==> config.mk <==
export PLATFORM = sky130hd
export DESIGN_NAME = cache_miss_handler
export DESIGN_NICKNAME = d
export VERILOG_FILES = /design/src/rtl/cache_pkg.sv /design/src/rtl/cache_wb_buffer.sv /design/src/rtl/cache_miss_handler.sv
export SDC_FILE = /design/constraint.sdc
export NUM_CORES = 1
export LEC_CHECK = 0
export ABC_CLOCK_PERIOD_IN_PS = 1800
export BUFFER_PORTS_ARGS = -buffer_cell sky130_fd_sc_hd__buf_2
export CAP_MARGIN = 20
export CORE_MARGIN = 2
export CORE_UTILIZATION = 42
export CTS_CLUSTER_SIZE = 40
export DETAILED_ROUTE_END_ITERATION = 7
export PLACE_DENSITY = 0.78
export SLEW_MARGIN = 30
export SYNTH_ARGS = -nofsm -noshare
export SYNTH_HDL_FRONTEND = slang
export SYNTH_SLANG_ARGS = --single-unit
==> constraint.sdc <==
create_clock -name clk -period 1.8 [get_ports clk]
set_input_delay 0 -clock clk [delete_from_list [all_inputs] [get_ports clk]]
set_output_delay 0 -clock clk [all_outputs]
set_load 0.01 [all_outputs]
==> src/rtl/cache_pkg.sv <==
// Shared cache definitions: miss-handler state encoding and line geometry helpers
// used by the miss handler, way arrays and eviction policy.
package cache_pkg;

  typedef enum logic [2:0] {
    IDLE    = 3'd0,
    WB_REQ  = 3'd1,
    WB_DATA = 3'd2,
    RD_REQ  = 3'd3,
    RD_DATA = 3'd4,
    DONE    = 3'd5
  } miss_state_t;

  function automatic int words_f(input int block_size, input int data_width);
    return (block_size * 8) / data_width;
  endfunction

  function automatic int offset_bits_f(input int block_size);
    return $clog2(block_size);
  endfunction

  // Default geometry: 32-byte lines of 32-bit words.
  localparam int WORDS       = words_f(32, 32);
  localparam int OFFSET_BITS = offset_bits_f(32);

endpackage

==> src/rtl/cache_wb_buffer.sv <==
// Victim-line read prefetch for writeback: issues array reads one cycle ahead and
// holds at most one word so the memory write stream survives wready stalls.
module cache_wb_buffer #(
  parameter int DATA_WIDTH = 32,
  parameter int WORDS      = 8,
  parameter int IDX_W      = 3
) (
  input  logic                  clk,
  input  logic                  reset_n,
  input  logic                  active,
  output logic                  vic_rd_en,
  output logic [IDX_W-1:0]      vic_rd_idx,
  input  logic [DATA_WIDTH-1:0] vic_rd_data,
  output logic                  out_valid,
  input  logic                  out_ready,
  output logic [DATA_WIDTH-1:0] out_data
);

  localparam logic [IDX_W-1:0] LAST_IDX = IDX_W'(WORDS - 1);

  logic                  pend;
  logic                  full;
  logic                  issued_all;
  logic [IDX_W-1:0]      rd_idx;
  logic [DATA_WIDTH-1:0] buf_data;
  logic                  fire;

  // pend: array data for the last issued read is on vic_rd_data this cycle.
  assign out_valid  = active && (full || pend);
  assign out_data   = full ? buf_data : (pend ? vic_rd_data : '0);
  assign fire       = out_valid && out_ready;
  assign vic_rd_en  = active && !issued_all && ((full || pend) ? fire : 1'b1);
  assign vic_rd_idx = vic_rd_en ? rd_idx : '0;

  always_ff @(posedge clk or negedge reset_n) begin
    if (!reset_n) begin
      pend       <= 1'b0;
      full       <= 1'b0;
      issued_all <= 1'b0;
      rd_idx     <= '0;
      buf_data   <= '0;
    end else if (!active) begin
      pend       <= 1'b0;
      full       <= 1'b0;
      issued_all <= 1'b0;
      rd_idx     <= '0;
    end else begin
      pend <= vic_rd_en;
      if (fire) begin
        full <= 1'b0;
      end else if (pend) begin
        // read data is only valid for one cycle; park it while the sink stalls
        full     <= 1'b1;
        buf_data <= vic_rd_data;
      end
      if (vic_rd_en) begin
        rd_idx <= (rd_idx == LAST_IDX) ? '0 : rd_idx + 1'b1;
        if (rd_idx == LAST_IDX) issued_all <= 1'b1;
      end
    end
  end

endmodule

==> src/rtl/cache_miss_handler.sv <==
// Cache miss handler: optional dirty-victim writeback followed by a line fill.
//   state   | meaning
//   IDLE    | waiting for a miss, miss_ready high
//   WB_REQ  | write request for the victim line
//   WB_DATA | streaming victim words to memory
//   RD_REQ  | read request for the missing line
//   RD_DATA | forwarding read beats into the fill port
//   DONE    | one-cycle fill_done with the line tag address
module cache_miss_handler
  import cache_pkg::*;
#(
  parameter int NUM_WAYS      = 4,
  parameter int DATA_WIDTH    = 32,
  parameter int BLOCK_SIZE    = 32,
  parameter int ADDRESS_WIDTH = 32
) (
  input  logic                                       clk,
  input  logic                                       reset_n,
  input  logic                                       miss_valid,
  output logic                                       miss_ready,
  input  logic [ADDRESS_WIDTH-1:0]                   miss_addr,
  input  logic [$clog2(NUM_WAYS)-1:0]                miss_way,
  input  logic                                       victim_dirty,
  input  logic [ADDRESS_WIDTH-1:0]                   victim_addr,
  output logic                                       vic_rd_en,
  output logic [$clog2(BLOCK_SIZE*8/DATA_WIDTH)-1:0] vic_rd_idx,
  input  logic [DATA_WIDTH-1:0]                      vic_rd_data,
  output logic                                       mem_req_valid,
  input  logic                                       mem_req_ready,
  output logic                                       mem_req_write,
  output logic [ADDRESS_WIDTH-1:0]                   mem_req_addr,
  output logic                                       mem_wvalid,
  input  logic                                       mem_wready,
  output logic [DATA_WIDTH-1:0]                      mem_wdata,
  input  logic                                       mem_rvalid,
  input  logic [DATA_WIDTH-1:0]                      mem_rdata,
  output logic                                       fill_we,
  output logic [$clog2(NUM_WAYS)-1:0]                fill_way,
  output logic [$clog2(BLOCK_SIZE*8/DATA_WIDTH)-1:0] fill_idx,
  output logic [DATA_WIDTH-1:0]                      fill_data,
  output logic [ADDRESS_WIDTH-1:0]                   fill_tag_addr,
  output logic                                       fill_done,
  output logic                                       busy
);

  localparam int LINE_WORDS = words_f(BLOCK_SIZE, DATA_WIDTH);
  localparam int OFF_W      = offset_bits_f(BLOCK_SIZE);
  localparam int IDX_W      = $clog2(LINE_WORDS);
  localparam logic [ADDRESS_WIDTH-1:0] LINE_MASK = {ADDRESS_WIDTH{1'b1}} << OFF_W;

  miss_state_t                  state, nxt;
  logic [ADDRESS_WIDTH-1:0]     miss_line;
  logic [ADDRESS_WIDTH-1:0]     vic_line;
  logic [$clog2(NUM_WAYS)-1:0]  lat_way;
  logic [IDX_W-1:0]             beat_cnt;
  logic                         beat_last;
  logic                         accept;
  logic                         wb_valid;
  logic [DATA_WIDTH-1:0]        wb_data;
  logic                         wfire;

  assign miss_ready = (state == IDLE);
  assign busy       = !miss_ready;
  assign accept     = miss_valid && miss_ready;
  assign beat_last  = (beat_cnt == IDX_W'(LINE_WORDS - 1));

  cache_wb_buffer #(
    .DATA_WIDTH (DATA_WIDTH),
    .WORDS      (LINE_WORDS),
    .IDX_W      (IDX_W)
  ) u_wb_buffer (
    .clk         (clk),
    .reset_n     (reset_n),
    .active      (state == WB_DATA),
    .vic_rd_en   (vic_rd_en),
    .vic_rd_idx  (vic_rd_idx),
    .vic_rd_data (vic_rd_data),
    .out_valid   (wb_valid),
    .out_ready   (mem_wready),
    .out_data    (wb_data)
  );

  assign mem_wvalid = wb_valid;
  assign mem_wdata  = wb_valid ? wb_data : '0;
  assign wfire      = mem_wvalid && mem_wready;

  // Fill path is a straight combinational pass of the read beat.
  assign fill_we   = (state == RD_DATA) && mem_rvalid;
  assign fill_way  = fill_we ? lat_way : '0;
  assign fill_idx  = fill_we ? beat_cnt : '0;
  assign fill_data = fill_we ? mem_rdata : '0;

  always_comb begin
    nxt           = state;
    mem_req_valid = 1'b0;
    mem_req_write = 1'b0;
    mem_req_addr  = '0;
    fill_done     = 1'b0;
    fill_tag_addr = '0;
    case (state)
      IDLE: begin
        if (accept) nxt = victim_dirty ? WB_REQ : RD_REQ;
      end
      WB_REQ: begin
        mem_req_valid = 1'b1;
        mem_req_write = 1'b1;
        mem_req_addr  = vic_line;
        if (mem_req_ready) nxt = WB_DATA;
      end
      WB_DATA: begin
        if (wfire && beat_last) nxt = RD_REQ;
      end
      RD_REQ: begin
        mem_req_valid = 1'b1;
        mem_req_addr  = miss_line;
        if (mem_req_ready) nxt = RD_DATA;
      end
      RD_DATA: begin
        if (fill_we && beat_last) nxt = DONE;
      end
      DONE: begin
        fill_done     = 1'b1;
        fill_tag_addr = miss_line;
        nxt           = IDLE;
      end
      default: nxt = IDLE;
    endcase
  end

  always_ff @(posedge clk or negedge reset_n) begin
    if (!reset_n) begin
      state     <= IDLE;
      miss_line <= '0;
      vic_line  <= '0;
      lat_way   <= '0;
      beat_cnt  <= '0;
    end else begin
      state <= nxt;
      if (accept) begin
        miss_line <= miss_addr & LINE_MASK;
        vic_line  <= victim_addr & LINE_MASK;
        lat_way   <= miss_way;
      end
      if ((nxt == WB_DATA || nxt == RD_DATA) && (nxt != state)) begin
        beat_cnt <= '0;
      end else if (wfire || fill_we) begin
        beat_cnt <= beat_last ? '0 : beat_cnt + 1'b1;
      end
    end
  end

endmodule

==> impl_metrics.tcl, run 1 <==
set metrics [dict create \
    slowest_delay_ps 420 \
    n_fill_cell 885 \
    p_leak_nw 4.40 \
    p_total_mw 11.9 \
    intPower_mw 7.53 \
    drv_cap 0 \
    drtIter0Drc 337 \
    slew_violations 0 \
    cts.sinks 100 \
    netlist_instances 478 \
    setup_viol 53 \
    power.share.clock_pct 15.7 \
    gp_congestion 0.856 \
    worstPathArrival_ps 1840 \
    critPathMaxFanout 39 \
    synthMuxAreaShare_pct 26.3 \
    period_needed_ps 1840 \
    setup_ws_ps -41.7 \
    tritoncts "yes" \
    drive_above_1_share_pct 49.8 \
    grt_usage_pct 24.1 \
    pwr-share-seq_pct 34.7 \
    syn_to_final_growth_pct 52.8 \
    wl_per_cell_um 17.3 \
    power_switching_mw 4.40 \
    swShare_pct 36.9 \
    dp_hpwl_mm 10.5 \
    cp-end-kind "primary output" \
    ys_ff_latch 100 \
    die_area_sq_um 14000 \
    vias 5020 \
    cts.htree.levels 3 \
    first_pass_iters 5 \
    p_comb_share_pct 49.6 \
    worstSkewPairLatency_ps 350 \
    layout.nets 968 \
    async_flop_share_pct 100 \
    layout.cell_area.non_filler_sq_um 8380 \
    via_per_inst 5.00 \
    outcome "finished, violations left" \
    ant_nets 0 \
    globalRouteOverflowTotal 0 \
    worstSetupPathType "flop to primary output" \
    synth_flop_cell "dfrtp_1" \
    remaining_drc_errors 0 \
    hold_violations 0 \
    clk_pin_slew_ps 70 \
    synth-compound-area-share_pct 6.11 \
    ys_warn_count 0 \
    fin_cells 1005 \
    wirelength_mm 17.4 \
    place_inst 892 \
    path_cells "buf_4 > or3b_4 > buf_12 > nor2_2 > buf_2" \
    cp_slowest_cell "or3b_4" \
    synth_xor_area_share_pct 0.160 \
    synth-edff-count 0 \
    grt_max_degree 63 \
    cp_data_required_time_ps 1800 \
    synth-simple-area-share_pct 14.7 \
    core_sq_um 12700 \
    fin_crit_sh_pct 102 \
    hp-class "primary input to flop" \
    hold_ws_ps 49.2 \
    start_util_pct 43.3 \
    synth_fa_ha_area_share_pct 0.913 \
    synth_top_family_by_area "multiplexers" \
    fmax_mhz 543 \
    grt_pass1_vias 5167 \
    ys_types 39 \
    cts_buffers 9 \
    cp-start-kind "flop" \
    syn_area_sq_um 5480 \
    grt_pass1_wl_mm 27.0 \
    violations "negative setup slack" \
    cts-root-buf "clkbuf_16" \
    chipWidth_um 118 \
    dpl_cell_area_sq_um 6960 \
    rows 41 \
    avgSynthCellArea_sq_um 11.5 \
    io_pins 281 \
    ys_seq_area_share_pct 45.6 \
    antenna_found_initial 1 \
    powerDensity_nw_per_um2 1420 \
    clock_skew_ps 8.75 \
    fin_tns_setup_ps -723 \
    die_h_um 118 \
    clk_path_buf_depth 2 \
    ir_drop_mv 0.768 \
    io_buffers 260 \
    rsz0062_at_grt "true" \
]
## registers in the layout, summed over array words and instances, names as in the netlist, 2 cells and up
signal / flops
beat_cnt: 3
u_wb_buffer.buf_data: 32
miss_line: 27
vic_line: 27
state: 3
u_wb_buffer.rd_idx: 3
lat_way: 2
## through the flow
stage / setup WS (ps) / util [%]
global route: -90.3 / 66.1
CTS: -52.6 / 65.4
detailed placement: 50.3 / 54.9
global placement: 84.5 / 54.9
finish: -41.7 / 66.1
floorplan: 3.08 / -
## cells in the final DEF (no fill, tap or decap), types with 4 or more instances in the layout
cell type	netlist	layout
a21oi_1	5	5
a22oi_1	32	32
and2_1	67	63
and2_4	1	5
buf_12	5	8
buf_2	7	255
buf_4	11	12
buf_6	1	5
clkbuf_16	0	11
conb_1	1	10
dfrtp_1	100	98
dlygate4sd3_1	0	92
ha_1	4	4
inv_1	6	6
inv_6	0	4
mux2_2	48	36
mux2_4	40	52
mux2i_1	30	29
nand2_1	4	4
nor2_1	66	55
nor2_2	0	10
## cells by family (layout without fill, tap and decap cells)
group | after synthesis | in the layout
and+or+nand+nor | 154 | 154
other | 1 | 11
adders and majority gates | 4 | 4
buffers and inverters | 53 | 398
muxes | 118 | 118
DFF | 100 | 100
xor gates and xnor gates | 1 | 1
AOI/OAI and AO/OA | 47 | 47
## layer usage
layer  share of wire, %  vias to the layer above  track usage (%)
met1                 39                     2412             29.2
met4                2.1                        0             9.94
met2                 50                      269             40.9
met3                8.5                       25             5.94
met5                  0                        -                0
li1                   -                     2314                -
## cell type report
class	count	area [sq um]	share of cell area, %
multi-input cells	334	2780	33.2
clock inverters	7	55.1	0.657
flip-flops and latches	100	2500	29.9
clock buffers	9	225	2.69
repair buffers	375	2570	30.7
well taps	172	215	2.57
inverters	7	28.8	0.343
diodes	1	2.50	0.0299
## final timing paths
| check | start | to | slack [ps] | cells past startpoint |
|---|---|---|---|---|
| setup / recovery | state[2] | mem_wdata[24] | -40 | 5 |
| hold / removal | mem_wready | u_wb_buffer.full | 50 | 3 |
| setup reg to reg | state[2] | miss_line[28] | -40 | 6 |
| hold reg to reg | lat_way[1] | lat_way[1] | 510 | 1 |
| max in group asynchronous | reset_n | u_wb_buffer.buf_data[17] | 1170 | 3 |
| min in group asynchronous | reset_n | miss_line[31] | 200 | 3 |
## power by group through the flow
stage          combinational (mW)  sequential [mW]  clock [mW]
6_report                     5.91             4.14        1.88
2_1_floorplan                3.92             3.84           0
3_5_place_dp                 5.21             4.08           0
5_1_grt                      6.34             4.26        2.01
3_3_place_gp                 5.07             4.02           0
4_1_cts                      5.67             4.07        1.93
## cells in the mapped netlist, types with 2 or more instances
cell type / n / share of area [%]
clkbuf_1: 20 / 1.4
nand3b_1: 2 / 0.27
nand2_1: 4 / 0.27
nand2b_1: 3 / 0.34
o21ai_0: 3 / 0.27
nor3_1: 2 / 0.18
ha_1: 4 / 0.91
buf_4: 11 / 1.5
inv_1: 6 / 0.41
mux2i_1: 30 / 5.5
buf_2: 7 / 0.64
a21oi_1: 5 / 0.46
a22oi_1: 32 / 4.4
buf_1: 2 / 0.14
nor2_1: 66 / 4.5
o22ai_1: 2 / 0.23
dfrtp_1: 100 / 46
nand3_1: 2 / 0.18
buf_12: 5 / 1.8
mux2_4: 40 / 11
and2_1: 67 / 7.6
mux2_2: 48 / 9.9
## timing repair
| action | CTS | global route |
|---|---|---|
| hold buffers | 92 | 0 |
| endpoints found under the hold margin | 190 | 0 |
| pin swaps | 3 | 0 |
| endpoints found under the setup margin | 37 | 169 |
| cloned | 0 | 2 |
| resized for setup | 31 | 11 |
| setup buffers | 2 | 0 |
## critical path, delay by kind of cell (launching register included)
kind	cells	cell delay, ps
buffers and inverters	3	480
DFF	1	410
and+or+nand+nor	2	570
No activity file was read; power rests on OpenSTA's default activity.
==> run 2: changes to the inputs <==
--- a/config.mk
+++ b/config.mk
@@ -5,14 +5,15 @@
 export SDC_FILE = /design/constraint.sdc
 export NUM_CORES = 1
 export LEC_CHECK = 0
-export ABC_CLOCK_PERIOD_IN_PS = 1800
+export ABC_CLOCK_PERIOD_IN_PS = 2150
 export BUFFER_PORTS_ARGS = -buffer_cell sky130_fd_sc_hd__buf_2
 export CAP_MARGIN = 20
 export CORE_MARGIN = 2
-export CORE_UTILIZATION = 42
+export CORE_UTILIZATION = 50
+export CTS_CLUSTER_DIAMETER = 120
 export CTS_CLUSTER_SIZE = 40
 export DETAILED_ROUTE_END_ITERATION = 7
-export PLACE_DENSITY = 0.78
+export PLACE_DENSITY = 0.87
 export SLEW_MARGIN = 30
 export SYNTH_ARGS = -nofsm -noshare
 export SYNTH_HDL_FRONTEND = slang
==> constraint.sdc (replaced) <==
create_clock -name clk -period 2.15 [get_ports clk]
set_input_delay 0 -clock clk [delete_from_list [all_inputs] [get_ports clk]]
set_output_delay 0 -clock clk [all_outputs]
set_load 0.01 [all_outputs]
==> run 2 against run 1 <==
Net effect: the run now ends clean; global-route usage is 4.9 points higher; sequential power is 15% lower; non-clock buffer count is 8 lower; first-iteration DRC count is 0.59% lower; combinational power is 23% lower; clock-buffer cell count is 1 higher; total power is 22% lower; clock power is 30% lower; die area is 15% lower; via count is 1.3% higher; core utilization is 8.0 points higher; critical endpoint is now mem_wdata[19]; largest power group unchanged.
==> impl_metrics.tcl, run 2 (synthesis results as in run 1) <==
set metrics [dict create \
    outcome "finished, final reports clean" \
    final_cell_mix "259 x buf_2, 99 x dfrtp_1, 93 x dlygate4sd3_1, 67 x and2_1, 66 x nor2_1" \
    reg.largest.list "u_wb_buffer.buf_data x32, miss_line x27, vic_line x27" \
    cts.sinks 100 \
    wl_per_cell_um 18.0 \
    antenna_found_initial 0 \
    setup_viol 0 \
    fmax_mhz 500 \
    multiInputGateArea_sq_um 2690 \
    core_sq_um 10800 \
    cp-end-kind "primary output" \
    layout.nets 960 \
    ff2ff_setup_slack_ps 240 \
    worstSkewPairLatency_ps 360 \
    gp_congestion 0.798 \
    syn_to_final_growth_pct 46.0 \
    n_fill_cell 641 \
    start_util_pct 50.8 \
    p_leak_nw 4.25 \
    io_buffers 260 \
    worst_pin_slew_ps 534 \
    via_per_inst 5.27 \
    critPathMaxFanout 39 \
    grt_max_degree 57 \
    cts_setup_buffers 0 \
    dp_hpwl_mm 10.4 \
    seq_area_sq_um 2500 \
    grt_pass1_wl_mm 26.7 \
    top_register "u_wb_buffer.buf_data" \
    wirelength_mm 17.3 \
    worstPathArrival_ps 2000 \
    grt_pass1_vias 5266 \
    first_pass_iters 5 \
    cts-root-buf "clkbuf_8" \
    globalRouteOverflowTotal 0 \
    drv_cap 0 \
    die_area_sq_um 11800 \
    clk_path_buf_depth 2 \
    tritoncts "yes" \
    grt_usage_pct 29.0 \
    slew_violations 0 \
    worstSetupPathType "flop to primary output" \
    cp-start-kind "flop" \
    powerDensity_nw_per_um2 1170 \
    ant_nets 0 \
    num_antenna_cells 0 \
    period_needed_ps 2000 \
    remaining_drc_errors 0 \
    die_h_um 109 \
    io_pins 281 \
    rows 38 \
    ir_drop_mv 0.613 \
    hold_violations 0 \
    largest_reg_flops 32 \
    chipWidth_um 109 \
    fin_crit_sh_pct 93.0 \
    clk_pin_slew_ps 90 \
    drive_above_1_share_pct 46.8 \
    cts.htree.levels 3 \
    final_util_pct 74.2 \
    cts_buffers 9 \
    hp-class "primary input to flop" \
    p_total_mw 9.35 \
    drtIter0Drc 335 \
    rsz0062_at_grt "false" \
    fin_tns_setup_ps 0 \
    clock_skew_ps 11.4 \
    final_common_cell "buf_2" \
    cp_data_required_time_ps 2150 \
    vias 5083 \
    relSlewSlack_pct 64.4 \
]
run 2: changes by cell type in the layout (fill, tap and decap cells not counted), sizes merged:
cell	change
buf	-7
inv	-4
bufinv	+2
clkbuf	-1
clkinv	+1
diode	-1
dlygate4sd3	+1
run 2: where the power goes:
| part | switching, mW | leakage, nW | internal (mW) | total, mW |
|---|---|---|---|---|
| Sequential | 0.696 | 1.20 | 2.81 | 3.51 |
| Clock | 0.662 | 0.102 | 0.656 | 1.32 |
| Combinational | 2.17 | 2.95 | 2.36 | 4.53 |
| Total | 3.53 | 4.25 | 5.83 | 9.35 |
run 2: metrics by stage:
| stage | instance area [sq um] | setup WS (ps) | hold slack, ps | instances |
|---|---|---|---|---|
| global route | 8000 | 40.2 | 44.8 | 964 |
| finish | 8000 | 150 | 34.2 | 964 |
| detailed placement | 6840 | 275 | -197 | 855 |
| global placement | 6840 | 340 | -197 | 855 |
| CTS | 8000 | 49.2 | 11.8 | 964 |
| floorplan | 5520 | 337 | -296 | 487 |
run 2: metal layers:
layer | routed length [um] | global-route usage (%)
met1 | 6660 | 34.7
met2 | 8760 | 49.0
met3 | 1380 | 6.99
met4 | 513 | 14.1
met5 | 0 | 0
run 2: final timing paths:
path / from / endpoint / cells past startpoint
max in group asynchronous: reset_n / u_wb_buffer.buf_data[21] / 3
hold reg to reg: lat_way[0] / lat_way[0] / 1
hold / removal: mem_wready / u_wb_buffer.full / 3
setup reg to reg: state[2] / vic_line[13] / 5
min in group asynchronous: reset_n / u_wb_buffer.buf_data[25] / 3
setup / recovery: state[0] / mem_wdata[19] / 5
run 2: cell type report:
cell class,instances,share of cell area [%]
sequential,100,31.3
clock buffer,10,1.59
tap,140,2.19
multi-input combinational,334,33.5
inverter,7,0.328
timing repair buffer,367,30.0
clock inverter,6,1.11
run 2: worst max-delay path, stage by stage, from the launching register on:
cell	delay, ps
dfrtp_1	390
buf_4	170
or3b_1	430
buf_4	280
nor2_1	200
buf_2	160
run 2: timing repair:
item,in CTS,in global routing
setup endpoints to repair,3,18
gates resized for setup,1,2
hold buffers,93,0
pin swaps,0,0
endpoints found under the hold margin,190,0
==> run 3: changes to the inputs <==
--- a/config.mk
+++ b/config.mk
@@ -8,7 +8,7 @@
 export ABC_CLOCK_PERIOD_IN_PS = 2150
 export BUFFER_PORTS_ARGS = -buffer_cell sky130_fd_sc_hd__buf_2
 export CAP_MARGIN = 20
-export CORE_MARGIN = 2
+export CORE_MARGIN = 10
 export CORE_UTILIZATION = 50
 export CTS_CLUSTER_DIAMETER = 120
 export CTS_CLUSTER_SIZE = 40
==> run 3 against run 2 <==
Net effect: maximum frequency grew 0.18%; sequential power is essentially flat; register-to-register slack gained 90 ps; flip-flop and latch count is the same; global-route usage shrank 5.9 points; hold slack gained 23 ps; design area shrank 0.27%; largest cell class unchanged; setup slack gained 3.6 ps; core utilization shrank 0.20 points.
==> impl_metrics.tcl, run 3 (synthesis results as in run 1) <==
set metrics [dict create \
    cts-root-buf "clkbuf_8" \
    reg2reg_to "vic_line[11]" \
    dpl_cell_area_sq_um 6820 \
    relSlewSlack_pct 54.3 \
    final_common_cell "buf_2" \
    fin_crit_sh_pct 92.9 \
    top_register "u_wb_buffer.buf_data" \
    io_buffers 260 \
    rsz0062_at_grt "false" \
    cp-end-kind "primary output" \
    hold-path-cell-count 3 \
    worstSkewPairLatency_ps 360 \
    p_comb_share_pct 48.6 \
    syn_to_final_growth_pct 45.6 \
    clk_path_buf_depth 2 \
    worstHoldStart "miss_valid" \
    grt_max_degree 51 \
    grt_usage_pct 23.1 \
    worst_r2r_path_depth 5 \
    start_util_pct 50.8 \
    min_to "state[0]" \
    worstSetupPathType "flop to primary output" \
    wl_met3_mm 1.79 \
    wirelength_mm 18.9 \
    dp_hpwl_mm 12.5 \
    path_cells "buf_4 > or3b_1 > buf_4 > nor2_1 > buf_2" \
    intPower_mw 5.81 \
    die_h_um 125 \
    io_pins 281 \
    power_switching_mw 3.45 \
    cts_buffers 9 \
    chipWidth_um 125 \
    gp_congestion 0.833 \
    swShare_pct 37.3 \
    top_layer "met4" \
    outcome "finished, final reports clean" \
    cts.htree.levels 3 \
    ir_drop_mv 0.701 \
    met2_length_mm 9.41 \
    powerDensity_nw_per_um2 1160 \
    layout.cell_area.non_filler_sq_um 7980 \
    vias 5000 \
    critPathMaxFanout 39 \
    fin_tns_setup_ps 0 \
    cp_slowest_cell "or3b_1" \
    ant_nets 0 \
    first_pass_iters 5 \
    drv_cap 0 \
    grt_pass1_wl_mm 29.9 \
    fmax_mhz 501 \
    slowest_delay_ps 410 \
    tritoncts "yes" \
    antenna_found_initial 1 \
    cp-start-kind "flop" \
    globalRouteOverflowTotal 0 \
    drive_above_1_share_pct 46.7 \
    setup_viol 0 \
    final_cell_mix "259 x buf_2, 99 x dfrtp_1, 94 x dlygate4sd3_1, 67 x and2_1, 66 x nor2_1" \
    pwr-share-seq_pct 37.5 \
    critPathMostFrequentCell "buf_4" \
    wl_per_cell_um 19.5 \
    p_leak_nw 4.25 \
    via_per_inst 5.18 \
    largest_reg_flops 32 \
    wl_met1_mm 7.24 \
    power.share.clock_pct 13.9 \
    cp_data_required_time_ps 2150 \
    core_sq_um 10800 \
    layout.nets 961 \
    reg2reg_from "state[2]" \
    slew_violations 0 \
    ff2ff_setup_slack_ps 330 \
    cts.sinks 100 \
    clock_skew_ps 7.27 \
    die_area_sq_um 15600 \
    hp-class "primary input to flop" \
    clk_pin_slew_ps 90 \
    period_needed_ps 2000 \
    grt_pass1_vias 5553 \
    worst_pin_slew_ps 686 \
    drtIter0Drc 320 \
    hold_violations 0 \
    remaining_drc_errors 0 \
    rows 38 \
    worstPathArrival_ps 2000 \
    reg.largest.list "u_wb_buffer.buf_data x32, miss_line x27, vic_line x27" \
]
run 3: cell types whose count changed in the layout (fill, tap and decap cells not counted), sizes merged:
| cell | delta |
|---|---|
| diode | +2 |
| clkinvlp | -1 |
| dlygate4sd3 | +1 |
run 3: area by class of cell:
class                      count  area (sq um)
tap                          140           175
multi-input combinational    334          2690
antenna                        2          5.00
sequential                   100          2500
fill                         692          2810
clock inverter                 5          77.6
clock buffer                  10           128
inverter                       7          26.3
timing repair buffer         368          2380
run 3: power by group through the flow:
stage | sequential (mW) | clock, mW | combinational, mW
2_1_floorplan | 3.22 | 0 | 3.26
3_3_place_gp | 3.38 | 0 | 4.09
3_5_place_dp | 3.44 | 0 | 4.26
4_1_cts | 3.43 | 1.32 | 4.40
5_1_grt | 3.57 | 1.40 | 4.85
6_report | 3.48 | 1.29 | 4.50
run 3: metal layers:
layer,up-vias,GRT usage [%]
li1,2295,-
met1,2418,25.8
met2,253,39.9
met3,34,7.70
met4,0,8.64
met5,-,0
run 3: per-stage QoR:
| step | hold WS, ps | power, mW | utilization, % | cells | worst slack [ps] |
|---|---|---|---|---|---|
| final | 57.0 | 9.26 | 74.0 | 966 | 154 |
| after detailed placement | 77.3 | 7.70 | 63.2 | 855 | 342 |
| after global placement | 72.3 | 7.47 | 63.2 | 855 | 384 |
| after CTS | 19.7 | 9.15 | 73.8 | 964 | 1.94 |
| after global routing | 42.9 | 9.82 | 73.9 | 965 | 54.9 |
| after floorplan | -296 | 6.48 | - | 487 | 337 |
run 3: worst max path at each step:
stage,slack (ps),end,from,cells past startpoint
after floorplan,340,lat_way[0],state[0],7
after global placement,380,miss_line[26],state[2],5
after detailed placement,340,miss_line[29],state[2],5
after CTS,2,vic_rd_idx[1],state[0],5
after global routing,50,mem_wdata[28],state[0],5
final,150,mem_wdata[28],state[0],5
run 3: worst max-delay path: cells and delay by family (launching register included):
family | cells | cell delay (ps)
flip-flops | 1 | 390
buffers and inverters | 3 | 620
AND/OR/NAND/NOR | 2 | 620
run 3: timing repair:
item	CTS	global route
hold buffers	94	0
buffers inserted	0	0
resized for setup	0	3
endpoints found under the setup margin	0	12
hold endpoints to repair	139	0
